### src/rtl/mon_pkg.sv
// Shared helpers for the multi-channel CIC monitor: width derivation and stream states.
package mon_pkg;

    typedef enum logic {StIdle, StSend} stream_state_e;

    function automatic int unsigned clog2(input int unsigned n);
        int unsigned r;
        r = 0;
        while ((64'd1 << r) < 64'(n)) begin
            r = r + 1;
        end
        return r;
    endfunction

    // Channel tag width; a single channel still gets a 1-bit tag.
    function automatic int unsigned chan_w(input int unsigned nchan);
        return (clog2(nchan) > 0) ? clog2(nchan) : 1;
    endfunction

    function automatic int unsigned mix_shift(input int unsigned dwlo, input int unsigned davr);
        return dwlo - davr;
    endfunction

endpackage

### src/rtl/mon_chan_cic.sv
// One channel: registered LO mixer, two free-running integrators, two combs at the strobe.
module mon_chan_cic
    import mon_pkg::*;
#(
    parameter int unsigned DWI  = 16,
    parameter int unsigned DWLO = 18,
    parameter int unsigned DAVR = 3,
    parameter int unsigned RWI  = 28
) (
    input  logic                   clk_i,
    input  logic                   rst_ni,
    input  logic                   en_i,
    input  logic                   stb_i,
    input  logic signed [DWI-1:0]  adc_i,
    input  logic signed [DWLO-1:0] mlo_i,
    output logic [RWI-1:0]         res_o
);
    localparam int unsigned MW    = DWI + DAVR;
    localparam int unsigned PW    = DWI + DWLO;
    localparam int unsigned SHIFT = mix_shift(DWLO, DAVR);

    logic signed [PW-1:0] prod;
    logic signed [PW-1:0] prod_sh;
    logic [MW-1:0]  mix_d, mix_q;
    logic [RWI-1:0] i1_d, i1_q, i2_d, i2_q;
    logic [RWI-1:0] i2_dly_d, i2_dly_q, c1_dly_d, c1_dly_q;
    logic [RWI-1:0] c1, c2;
    logic           unused_prod;

    assign prod        = adc_i * mlo_i;
    assign prod_sh     = prod >>> SHIFT;
    // Bits above MW are deliberately discarded by the truncating mixer.
    assign unused_prod = ^prod_sh[PW-1:MW];

    assign c1    = i2_q - i2_dly_q;
    assign c2    = c1 - c1_dly_q;
    assign res_o = c2;

    always_comb begin
        mix_d    = prod_sh[MW-1:0];
        i1_d     = i1_q + {{(RWI-MW){mix_q[MW-1]}}, mix_q};
        i2_d     = i2_q + i1_q;
        i2_dly_d = stb_i ? i2_q : i2_dly_q;
        c1_dly_d = stb_i ? c1 : c1_dly_q;
        if (!en_i) begin
            mix_d    = '0;
            i1_d     = '0;
            i2_d     = '0;
            i2_dly_d = '0;
            c1_dly_d = '0;
        end
    end

    always_ff @(posedge clk_i or negedge rst_ni) begin
        if (!rst_ni) begin
            mix_q    <= '0;
            i1_q     <= '0;
            i2_q     <= '0;
            i2_dly_q <= '0;
            c1_dly_q <= '0;
        end else begin
            mix_q    <= mix_d;
            i1_q     <= i1_d;
            i2_q     <= i2_d;
            i2_dly_q <= i2_dly_d;
            c1_dly_q <= c1_dly_d;
        end
    end

endmodule

### src/rtl/mon_chans_cic.sv
// Multi-channel mixer + CIC2 monitor: decimation strobe, result snapshot and valid/ready stream.
module mon_chans_cic
    import mon_pkg::*;
#(
    parameter int unsigned NCHAN    = 4,
    parameter int unsigned DWI      = 16,
    parameter int unsigned DWLO     = 18,
    parameter int unsigned DAVR     = 3,
    parameter int unsigned RWI      = 28,
    parameter int unsigned CW       = 12,
    parameter bit          EXT_SAMP = 1'b0,
    localparam int unsigned CHW     = chan_w(NCHAN)
) (
    input  logic                    clk_i,
    input  logic                    rst_ni,
    input  logic [NCHAN*DWI-1:0]    adc_i,
    input  logic [NCHAN*DWLO-1:0]   mlo_i,
    input  logic [CW-1:0]           period_i,
    input  logic                    samp_ext_i,
    input  logic [NCHAN-1:0]        chan_en_i,
    input  logic                    clr_ovr_i,
    output logic                    samp_out_o,
    output logic [RWI-1:0]          out_data_o,
    output logic [CHW-1:0]          out_chan_o,
    output logic                    out_valid_o,
    output logic                    out_last_o,
    input  logic                    out_ready_i,
    output logic                    ovr_o
);
    logic [NCHAN-1:0][RWI-1:0] res;
    logic [NCHAN-1:0][RWI-1:0] snap_d, snap_q;
    logic [NCHAN-1:0]          snap_en_d, snap_en_q;
    logic [CW-1:0]             cnt_d, cnt_q, per_d, per_q, per_eff;
    logic [CHW-1:0]            cur_d, cur_q, nxt, first;
    stream_state_e             state_d, state_q;
    logic                      ovr_d, ovr_q, samp_q;
    logic                      stb, stb_int, last, accept, free;

    for (genvar g = 0; g < NCHAN; g++) begin : g_chan
        mon_chan_cic #(
            .DWI  (DWI),
            .DWLO (DWLO),
            .DAVR (DAVR),
            .RWI  (RWI)
        ) u_chan (
            .clk_i  (clk_i),
            .rst_ni (rst_ni),
            .en_i   (chan_en_i[g]),
            .stb_i  (stb),
            .adc_i  (adc_i[g*DWI +: DWI]),
            .mlo_i  (mlo_i[g*DWLO +: DWLO]),
            .res_o  (res[g])
        );
    end

    // The period is captured on the first count of each interval, so mid-count edits wait.
    assign per_eff = (cnt_q == '0) ? period_i : per_q;
    assign stb_int = (cnt_q == per_eff);
    assign stb     = EXT_SAMP ? samp_ext_i : stb_int;
    assign cnt_d   = (stb_int || EXT_SAMP) ? '0 : cnt_q + CW'(1);
    assign per_d   = per_eff;

    always_comb begin
        last  = 1'b1;
        nxt   = cur_q;
        first = '0;
        for (int i = int'(NCHAN) - 1; i >= 0; i--) begin
            if (snap_en_q[i] && (i > int'(cur_q))) begin
                last = 1'b0;
                nxt  = CHW'(i);
            end
            if (chan_en_i[i]) begin
                first = CHW'(i);
            end
        end
    end

    assign accept = (state_q == StSend) && out_ready_i;
    assign free   = (state_q == StIdle) || (accept && last);

    always_comb begin
        state_d   = state_q;
        cur_d     = cur_q;
        snap_d    = snap_q;
        snap_en_d = snap_en_q;
        ovr_d     = ovr_q & ~clr_ovr_i;
        if (accept) begin
            if (last) begin
                state_d = StIdle;
            end else begin
                cur_d = nxt;
            end
        end
        if (stb && (|chan_en_i)) begin
            if (free) begin
                state_d   = StSend;
                cur_d     = first;
                snap_d    = res;
                snap_en_d = chan_en_i;
            end else begin
                ovr_d = 1'b1;
            end
        end
    end

    always_ff @(posedge clk_i or negedge rst_ni) begin
        if (!rst_ni) begin
            cnt_q     <= '0;
            per_q     <= '0;
            state_q   <= StIdle;
            cur_q     <= '0;
            snap_q    <= '0;
            snap_en_q <= '0;
            ovr_q     <= 1'b0;
            samp_q    <= 1'b0;
        end else begin
            cnt_q     <= cnt_d;
            per_q     <= per_d;
            state_q   <= state_d;
            cur_q     <= cur_d;
            snap_q    <= snap_d;
            snap_en_q <= snap_en_d;
            ovr_q     <= ovr_d;
            samp_q    <= stb;
        end
    end

    assign out_valid_o = (state_q == StSend);
    assign out_chan_o  = out_valid_o ? cur_q : '0;
    assign out_data_o  = out_valid_o ? snap_q[cur_q] : '0;
    assign out_last_o  = out_valid_o && last;
    assign samp_out_o  = samp_q;
    assign ovr_o       = ovr_q;

endmodule
### config.mk
export PLATFORM = sky130hd
export DESIGN_NAME = mon_chans_cic
export DESIGN_NICKNAME = d
export VERILOG_FILES = /design/src/rtl/mon_pkg.sv /design/src/rtl/mon_chan_cic.sv /design/src/rtl/mon_chans_cic.sv
export SDC_FILE = /design/constraint.sdc
export NUM_CORES = 2
export LEC_CHECK = 0
export ABC_AREA = 1
export BUFFER_PORTS_ARGS = -buffer_cell sky130_fd_sc_hd__clkbuf_2
export CAP_MARGIN = 20
export CORE_MARGIN = 5
export CORE_UTILIZATION = 60
export DETAILED_ROUTE_END_ITERATION = 7
export GPL_TIMING_DRIVEN = 0
export PLACE_DENSITY = 0.85
export SYNTH_ARGS = -nofsm -noshare
export SYNTH_HDL_FRONTEND = slang
export SYNTH_SLANG_ARGS = --single-unit
### constraint.sdc
create_clock -name clk_i -period 4 [get_ports clk_i]
set_clock_uncertainty 0.15 [all_clocks]
set_input_delay 0.2 -clock clk_i [delete_from_list [all_inputs] [get_ports clk_i]]
set_output_delay 0.2 -clock clk_i [all_outputs]
set_load 0.02 [all_outputs]
==> results_dict.tcl <==
set metrics [dict create \
    syn_avg_cell_area_um2 7.41 \
    required_ns 4.44 \
    synth_area_um2 93000 \
    synth_fp_nets 14600 \
    rows 144 \
    synth_area_leaders "fa_1, dfrtp_1, nand2_1, inv_1, ha_1" \
    gr-total-overflow 0 \
    crit_buf_inv 9 \
    final_area_um2 114000 \
    async_flop_share_pct 100 \
    antenna_found_initial 6 \
    clkSinkCount 668 \
    die_width_um 404 \
    min_path_type "primary input to asynchronous set/reset pin" \
    cts_tree "yes" \
    syn_inst 12500 \
    vias_per_cell 5.82 \
    yosys.area.top_type_share_pct 25.2 \
    synth_compound_area_share_pct 11.1 \
    syn_to_final_growth_pct 22.2 \
    start_util_pct 60.3 \
    finalMaxSlewViolations 0 \
    wl_um 310000 \
    nets 15300 \
    fmax_ghz 0.188 \
    yosysMostFrequentCell "nand2_1" \
    clk_latency_ns 0.69 \
    setup_ws_ns -1.31 \
    die_area_um2 163000 \
    drcViolationCount 10 \
    synth_warnings 0 \
    synth_edf_count 0 \
    synth-seq-cells 668 \
    period_share_pct 133 \
    cts_buffers 76 \
    io_pins 191 \
    hpwl_um 226000 \
    portBuffers 78 \
    synthMuxAreaShare_pct 0 \
    grt_pass1_wl_um 469000 \
    grt_usage_pct 35.8 \
    grt_max_degree 116 \
    violations "design-rule violations, negative setup slack" \
    ys_top_cells_by_count "nand2_1, inv_1, fa_1, nor2_1, a21oi_1" \
    drt_pass1_iterations 8 \
    synthXorXnorAreaFrac_pct 2.85 \
    vias 89100 \
    worst-setup-path-type "primary input to flop" \
    clockBufferDepth 3 \
    grt_pass1_vias 90800 \
    slowest_stage "fa_2" \
    cp_top_family "adder cells" \
    tns_ns -68.12 \
    synth_cell_types 48 \
    status "complete, but fails checks" \
    synth-main-ff-cell "dfrtp_1" \
    fin_util_pct 73.7 \
    drt_iter0_markers 8909 \
    rsz0062_at_grt "true" \
    cp_slowest_stage_delay_ns 0.74 \
    startpoint_type "primary input" \
    htree_levels 3 \
    maxSlewHeadroom_pct 22.0 \
    tightest_slew_ns 1.17 \
    drive_gt1_share_pct 17.4 \
    design.core.area_um2 154000 \
    cp-end-kind "flop" \
    ant_nets 0 \
    ctsRootBufferMaster "clkbuf_16" \
    crit_fanout 6 \
    die_height_um 404 \
    finalSetupViolations 76 \
    gp_congestion 1.02 \
    clkTransAtPathRegs_ns 0.06 \
    synth_top_family_by_area "adder cells" \
    post-route-min-period_ns 5.31 \
    maxCapViolCount 0 \
    yosys.area_share.simple_pct 20.2 \
    post_drt_wl_per_cell_um 20.3 \
    finalHoldViolCount 0 \
    yosys.area_share.adder_pct 35.5 \
    cp.arrival_ns 5.75 \
    yosysTopAreaCell "fa_1" \
    seq_area_frac_synth_pct 18.0 \
    placed_area_um2 99600 \
]
==> final timing paths <==
path,startpoint,to,slack (ns),cells after the start
setup / recovery,mlo_i[35],g_chan[1].u_chan.mix_q[18]$_DFF_PN0_,-1.31,25
hold / removal,rst_ni,g_chan[3].u_chan.i1_q[26]$_DFF_PN0_,0.03,3
setup reg to reg,g_chan[0].u_chan.i2_q[0]$_DFF_PN0_,snap_q[27]$_DFFE_PN0P_,0.09,27
hold reg to reg,snap_q[87]$_DFFE_PN0P_,snap_q[87]$_DFFE_PN0P_,0.33,2
max in group asynchronous,rst_ni,g_chan[1].u_chan.mix_q[10]$_DFF_PN0_,2.60,4
min in group clk_i,chan_en_i[0],g_chan[0].u_chan.i2_dly_q[2]$_DFFE_PN0P_,0.10,3
==> final cells by class <==
| type | count | area [um2] |
|---|---|---|
| diodes | 5 | 12.5 |
| plain buffers | 374 | 5290 |
| clock buffers | 103 | 2170 |
| clock inverters | 33 | 473 |
| fillers | 10900 | 40500 |
| inverters | 2628 | 9920 |
| multi-input cells | 8874 | 71000 |
| flip-flops and latches | 668 | 16700 |
| well taps | 2044 | 2560 |
| repair buffers | 580 | 5440 |
==> placed cells by master (no fill, tap or decap), types with 141 or more instances in the layout <==
master / count
a21oi_1: 717
buf_4: 364
clkbuf_16: 217
dfrtp_1: 667
fa_1: 1031
fa_2: 141
ha_1: 631
inv_1: 2385
inv_2: 227
nand2_1: 2888
nand2_2: 152
nand3_1: 303
nor2_1: 781
o21ai_0: 501
o21ai_1: 187
xor2_1: 183
==> metrics by stage <==
stage / setup slack, ns / instances / hold slack [ns]
after floorplan: -1.08 / 12500 / -0.246
after global placement: -13.00 / 14700 / 0.289
after detailed placement: -2.23 / 14700 / 0.0939
after CTS: -0.876 / 15100 / 0.0199
after global routing: -1.40 / 15300 / 0.0679
final: -1.31 / 15300 / 0.0331
==> worst reg2reg max path, stage by stage (launching register included) <==
cell and delay, ns:
dfrtp_2 0.45, inv_1 0.10, ha_1 0.17, inv_2 0.07
fa_2 0.41, nand3_1 0.10, nand2_2 0.11, nand3_1 0.10
nand2_2 0.09, nand2_2 0.08, nand2_2 0.08, a21oi_2 0.19
xor2_2 0.28, ha_4 0.20, nand2_1 0.08, nor2_1 0.13
inv_1 0.08, nor2_2 0.15, and2_4 0.17, nand2_2 0.07
nand2_1 0.10, nand2_1 0.05, nand2_1 0.05, nand2_1 0.06
nand2_2 0.08, inv_1 0.05, nand2_1 0.07, nand2_1 0.05
==> cells by family (layout without fill, tap and decap cells) <==
kind of cell             after synthesis  count (layout)
AND/OR/NAND/NOR                     4704            4704
buffers and inverters               3003            3718
adder cells (fa/ha/maj)             1938            1938
AO/OA/AOI/OAI                       1929            1929
flip-flops                           668             668
XOR/XNOR                             303             303
other                                  0               5
==> flip-flops by register name, summed over array words and instances, names as in the netlist <==
signal	flops
g_chan.u_chan.mix_q	76
per_q	12
snap_q	112
cnt_q	12
g_chan.u_chan.i2_dly_q	112
g_chan.u_chan.i1_q	112
g_chan.u_chan.c1_dly_q	112
out_valid_o	1
g_chan.u_chan.i2_q	112
cur_q	2
ovr_o	1
samp_out_o	1
snap_en_q	3
==> layer usage <==
| layer | global-route usage, % | wire length (um) | vias up |
|---|---|---|---|
| met5 | 0.416 | 182 | - |
| met2 | 59.9 | 145000 | 4847 |
| li1 | - | - | 40000 |
| met3 | 6.07 | 27000 | 1505 |
| met1 | 45.0 | 117000 | 42700 |
| met4 | 18.2 | 21400 | 8 |
==> repair_timing <==
item	4_1_cts	5_1_grt
endpoints found under the setup margin	97	132
endpoints found under the hold margin	378	0
gates resized for setup	967	762
cloned	19	12
buffers inserted	287	163
hold buffers	19	0
pin swaps	495	497
Power is left out: the tool's default activity adds up to more than one toggle a clock period on the data nets, which glitch-free logic cannot reach.
